File: src/rtl/mult_seq_pkg.sv
// Shared types and sizes for the multiplier job sequencer.
// Product width leaves one guard bit above the 2*L_WORD product.
package mult_seq_pkg;
  localparam int L_WORD     = 4;
  localparam int P_WIDTH    = 2 * L_WORD + 1;
  localparam int FIFO_DEPTH = 4;
  localparam int FIFO_AW    = 2;

  typedef enum logic [2:0] {
    IDLE,
    ISSUE,
    ARM,
    BUSY,
    CAPT
  } state_t;
endpackage

File: src/rtl/mult_seq_fifo.sv
// Operand-pair FIFO; pointers carry an extra MSB so that
// full and empty can be told apart without a separate counter.
module mult_seq_fifo #(
  parameter int W     = 8,
  parameter int DEPTH = 4,
  parameter int AW    = 2
) (
  input  logic         clock,
  input  logic         reset,
  input  logic         push,
  input  logic         pop,
  input  logic [W-1:0] din,
  output logic [W-1:0] head,
  output logic         full,
  output logic         empty
);
  logic [W-1:0] mem [DEPTH];
  logic [AW:0]  wr_ptr;
  logic [AW:0]  rd_ptr;

  assign empty = (wr_ptr == rd_ptr);
  assign full  = (wr_ptr[AW] != rd_ptr[AW]) &&
                 (wr_ptr[AW-1:0] == rd_ptr[AW-1:0]);
  assign head  = mem[rd_ptr[AW-1:0]];

  always_ff @(posedge clock or posedge reset) begin
    if (reset) begin
      wr_ptr <= '0;
      rd_ptr <= '0;
      for (int i = 0; i < DEPTH; i++) mem[i] <= '0;
    end else begin
      if (push && !full) begin
        mem[wr_ptr[AW-1:0]] <= din;
        wr_ptr <= wr_ptr + 1'b1;
      end
      if (pop && !empty) rd_ptr <= rd_ptr + 1'b1;
    end
  end
endmodule

File: src/rtl/mult_job_sequencer.sv
// Feeds queued operand pairs to the shift-add multiplier and returns results.
// MULT_SEQ_ZERO_BYPASS_EN: zero-operand pairs skip the multiplier entirely.
module mult_job_sequencer
  import mult_seq_pkg::*;
(
  input  logic               clock,
  input  logic               reset,
  input  logic               in_valid,
  output logic               in_ready,
  input  logic [L_WORD-1:0]  in_word1,
  input  logic [L_WORD-1:0]  in_word2,
  output logic [L_WORD-1:0]  mul_word1,
  output logic [L_WORD-1:0]  mul_word2,
  output logic               mul_start,
  input  logic               mul_ready,
  input  logic [P_WIDTH-1:0] mul_product,
  output logic               out_valid,
  input  logic               out_ready,
  output logic [P_WIDTH-1:0] out_product,
  output logic [7:0]         jobs_done
);
  state_t              state;
  logic                alive;
  logic                full;
  logic                empty;
  logic [2*L_WORD-1:0] head;
  logic                push;
  logic                pop;
  logic                go;
  logic                bypass;

  assign in_ready = alive & ~full;
  assign push     = in_valid & in_ready;
  assign pop      = go | bypass;

`ifdef MULT_SEQ_ZERO_BYPASS_EN
  logic head_zero;
  assign head_zero = (head[2*L_WORD-1:L_WORD] == '0) ||
                     (head[L_WORD-1:0] == '0);
  assign go = (state == IDLE) & ~empty & ~out_valid &
              mul_ready & ~head_zero;
  assign bypass = (state == IDLE) & ~empty & ~out_valid &
                  head_zero;
`else
  assign go = (state == IDLE) & ~empty & ~out_valid & mul_ready;
  assign bypass = 1'b0;
`endif

  mult_seq_fifo #(
    .W     (2 * L_WORD),
    .DEPTH (FIFO_DEPTH),
    .AW    (FIFO_AW)
  ) u_fifo (
    .clock (clock),
    .reset (reset),
    .push  (push),
    .pop   (pop),
    .din   ({in_word1, in_word2}),
    .head  (head),
    .full  (full),
    .empty (empty)
  );

  always_ff @(posedge clock or posedge reset) begin
    if (reset) begin
      state       <= IDLE;
      alive       <= 1'b0;
      mul_word1   <= '0;
      mul_word2   <= '0;
      mul_start   <= 1'b0;
      out_valid   <= 1'b0;
      out_product <= '0;
      jobs_done   <= '0;
    end else begin
      alive     <= 1'b1;
      mul_start <= 1'b0;
      if (out_valid && out_ready) begin
        out_valid <= 1'b0;
        jobs_done <= jobs_done + 8'd1;
      end
      unique case (state)
        IDLE: begin
          if (go) begin
            state     <= ISSUE;
            mul_word1 <= head[2*L_WORD-1:L_WORD];
            mul_word2 <= head[L_WORD-1:0];
            mul_start <= 1'b1;
          end else if (bypass) begin
            out_product <= '0;
            out_valid   <= 1'b1;
          end
        end
        ISSUE: state <= ARM;
        // Ready already high here means the multiplier flushed on Empty
        ARM:   state <= mul_ready ? CAPT : BUSY;
        BUSY:  if (mul_ready) state <= CAPT;
        CAPT: begin
          out_product <= mul_product;
          out_valid   <= 1'b1;
          state       <= IDLE;
        end
        default: state <= IDLE;
      endcase
    end
  end
endmodule
File: config.mk
export PLATFORM = sky130hd
export DESIGN_NAME = mult_job_sequencer
export DESIGN_NICKNAME = d
export VERILOG_FILES = /design/src/rtl/mult_seq_pkg.sv /design/src/rtl/mult_seq_fifo.sv /design/src/rtl/mult_job_sequencer.sv
export SDC_FILE = /design/constraint.sdc
export NUM_CORES = 1
export LEC_CHECK = 0
export ABC_AREA = 1
export CORE_MARGIN = 2
export CORE_UTILIZATION = 53
export DETAILED_ROUTE_END_ITERATION = 12
export PLACE_DENSITY = 0.79
export SETUP_SLACK_MARGIN = 0.3
export SLEW_MARGIN = 0
export SYNTH_ARGS = -nofsm -noshare
export SYNTH_HDL_FRONTEND = slang
export SYNTH_SLANG_ARGS = --single-unit
export TNS_END_PERCENT = 10
File: constraint.sdc
create_clock -name clock -period 2.53 [get_ports clock]
set_input_delay 0.506 -clock clock [delete_from_list [all_inputs] [get_ports clock]]
set_output_delay 0.506 -clock clock [all_outputs]
set_load 0.02 [all_outputs]
==> impl_metrics.json <==
{
  "status": "finished, final reports clean",
  "hold_class": "flip-flop to flip-flop",
  "hp-start": "mul_word2[2]",
  "synth_seq_cells": 69,
  "synth.area.top_cells": "dfrtp_1 55%, nand2_1 17%, o21ai_0 4.3%, mux2_2 3.6%, nor2_1 3.5%",
  "r2r_end": "u_fifo.mem[6]",
  "grtUsageTotal": 0.228,
  "cts_root_buffer": "clkbuf_8",
  "start_util": 0.558,
  "drtIter0Drc": 185,
  "cts_tree": "done",
  "setup-tns-final_ns": 0,
  "die-area_mm2": 0.00650,
  "clock_latency_ns": 0.34,
  "gp_congestion": 0.837,
  "hold_violations": 0,
  "ios": 50,
  "worst_setup_path_start_kind": "flip-flop",
  "finalCriticalPeriod_ns": 2.15,
  "die_h_um": 80.6,
  "grt_max_degree": 26,
  "route.detailed.drc": 0,
  "synth_nets": 379,
  "setup_slack_ns": 0.382,
  "p_per_area_mw_per_mm2": 1250,
  "cts_sinks": 69,
  "clk_pin_slew_worst_paths_ns": 0.07,
  "syn2layout_area_growth_pct": 25.8,
  "yosysMostFrequentCell": "nand2_1",
  "worstSetupPathType": "flip-flop to output pin",
  "synth_mux_area_frac": 0.0362,
  "rsz0062_at_grt": "false",
  "first_global_vias": 2427,
  "diodes": 0,
  "end_kind": "output pin",
  "cts_setup_buffers": 0,
  "place_ws_ns": 0.450,
  "via_per_inst": 5.15,
  "fmax_mhz": 465,
  "synth_top_family_by_area": "simple AND/OR/NAND/NOR gates",
  "io_buffer_count": 49,
  "async_flop_share": 1.00,
  "firstDrtPassIters": 4,
  "cts_made_buffers": 9,
  "synthCells": 351,
  "path_max_fanout": 18,
  "postCtsHoldBufs": 0,
  "drtAntennaViolNets": 0,
  "hpwl_mm": 4.88,
  "final_cells": 487,
  "fin_crit_sh": 0.849,
  "synth_fa_ha_area_frac": 0.0241,
  "yosys.area.top_type": "dfrtp_1",
  "synth_xor_xnor_area_share": 0.0305,
  "drive_above_1_share": 0.101,
  "synth_warnings": 0,
  "synth_top_area_share": 0.555,
  "syn_area_mm2": 0.00311,
  "maxCapViolCount": 0,
  "syn_avg_cell_area_um2": 8.87,
  "synthSimpleGateAreaFrac": 0.262,
  "slew_violations": 0,
  "final_util": 0.702,
  "crit_start": "u_fifo.rd_ptr[0]",
  "nets": 438,
  "ir_worst_vdd_uv": 724,
  "cp.arrival_ns": 1.64,
  "wire_per_inst_um": 13.7,
  "core_area_mm2": 0.00557,
  "cts_buffer_depth": 2,
  "setup_violations": 0,
  "rr_worst_depth": 7,
  "routed_wl_mm": 6.68,
  "grt_overflow_total": 0,
  "placed_cells_incl_taps": 471,
  "grt_first_pass_wirelength_mm": 11.1,
  "synth_seq_area_share": 0.555,
  "vias": 2508,
  "synthTopCellsByCount": "145 x nand2_1, 69 x dfrtp_1, 29 x nor2_1",
  "synth-edff-count": 0,
  "r2r_slack_ns": 0.87,
  "htree_levels": 3,
  "min_path_cells": 2,
  "rows": 27,
  "ys_types": 24,
  "grt_antenna_before_repair": 0,
  "synth-main-ff-cell": "dfrtp_1",
  "skew_ns": 0.00821,
  "p_leak_uw": 0.00194,
  "die_w_um": 80.6,
  "worstMarginPinSlew_ns": 0.520,
  "slew_headroom": 0.652,
  "r2r_start": "u_fifo.rd_ptr[0]",
  "worst-endpoint-required_ns": 2.02,
  "synth_compound_area_frac": 0.0506,
  "min_to": "mul_word2[2]"
}
-- metrics by stage --
stage	cell area, um2	power [uW]	hold WS (ns)
finish	3920	4900	0.478
detailed placement	3720	4040	0.461
global route	3920	5270	0.503
CTS	3920	4920	0.481
global placement	3720	3940	0.458
floorplan	3120	3270	0.444
-- flip-flops by register name, summed over array words and instances, names as in the netlist --
name and cells:
out_product 9, u_fifo.rd_ptr 3, alive 1, mul_word1 4, out_valid 1, u_fifo.mem 32, state 3, mul_word2 4
u_fifo.wr_ptr 3, jobs_done 8, mul_start 1
-- layer usage --
metal,global-route usage,wire (um),up-vias
met2,0.374,3060,83
met5,0,0,-
li1,-,-,1225
met4,0.0949,144,0
met3,0.0472,434,16
met1,0.295,3050,1184
-- critical path: stages, from the launching register on --
cell,delay (ns)
dfrtp_1,0.42
inv_4,0.17
nand2_1,0.09
nand2_2,0.09
nand3_4,0.11
nand2_1,0.08
inv_1,0.03
dlygate4sd2_1,0.31
-- power breakdown --
group / switching [uW] / internal (uW) / total (uW)
Combinational: 1200 / 908 / 2100
Sequential: 324 / 1590 / 1920
Clock: 398 / 479 / 878
Total: 1920 / 2980 / 4900
-- how the worst max path moves through the flow --
stage,slack (ns),to,cells after the start
after floorplan,1.01,in_ready,7
after global routing,0.31,in_ready,7
after CTS,0.37,in_ready,7
after detailed placement,0.45,in_ready,7
after global placement,0.48,in_ready,7
final,0.38,in_ready,7
-- kinds of logic (layout without fill, tap and decap cells) --
family | count (synthesis) | after routing
other | 1 | 1
buffers and inverters | 31 | 95
flip-flops | 69 | 69
AO/OA/AOI/OAI | 30 | 30
XOR/XNOR | 10 | 10
adder cells (fa/ha/maj) | 6 | 6
AND/OR/NAND/NOR | 194 | 194
multiplexers | 10 | 10
-- repair_timing --
item / in CTS / in global routing
pin swaps: 0 / 0
setup endpoints to repair: 1 / 1
resized for setup: 2 / 1
-- layout make-up --
cell class                      instances  area (um2)
Tap cell                               72        90.1
Inverter                               23        92.6
Clock buffer                           12         145
Sequential cell                        69        1730
Clock inverter                          4        47.5
Timing Repair Buffer                   56         554
Multi-Input combinational cell        251        1260
Fill cell                             439        1660
-- cell usage in the layout (no fill, tap or decap) --
cell type and n:
clkbuf_1 2, clkdlybuf4s50_1 48, clkinv_2 2, inv_4 1, o211ai_1 2, ha_1 6, clkinvlp_4 2, clkbuf_8 10
nor2_4 4, inv_1 20, xor2_1 7, xnor2_1 2, buf_4 6, xnor2_2 1, inv_2 1, a21boi_1 1
nand3b_1 1, nand3_1 4, dfrtp_1 69, nand3_4 2, nand2_1 145, o21ai_0 27, buf_12 1, mux2_2 10
dlygate4sd2_1 1, conb_1 1, nand4_1 6, nor2_1 29, nor3_1 2, nand2_2 1, bufinv_16 1
Power figures use the tool's default switching activity.
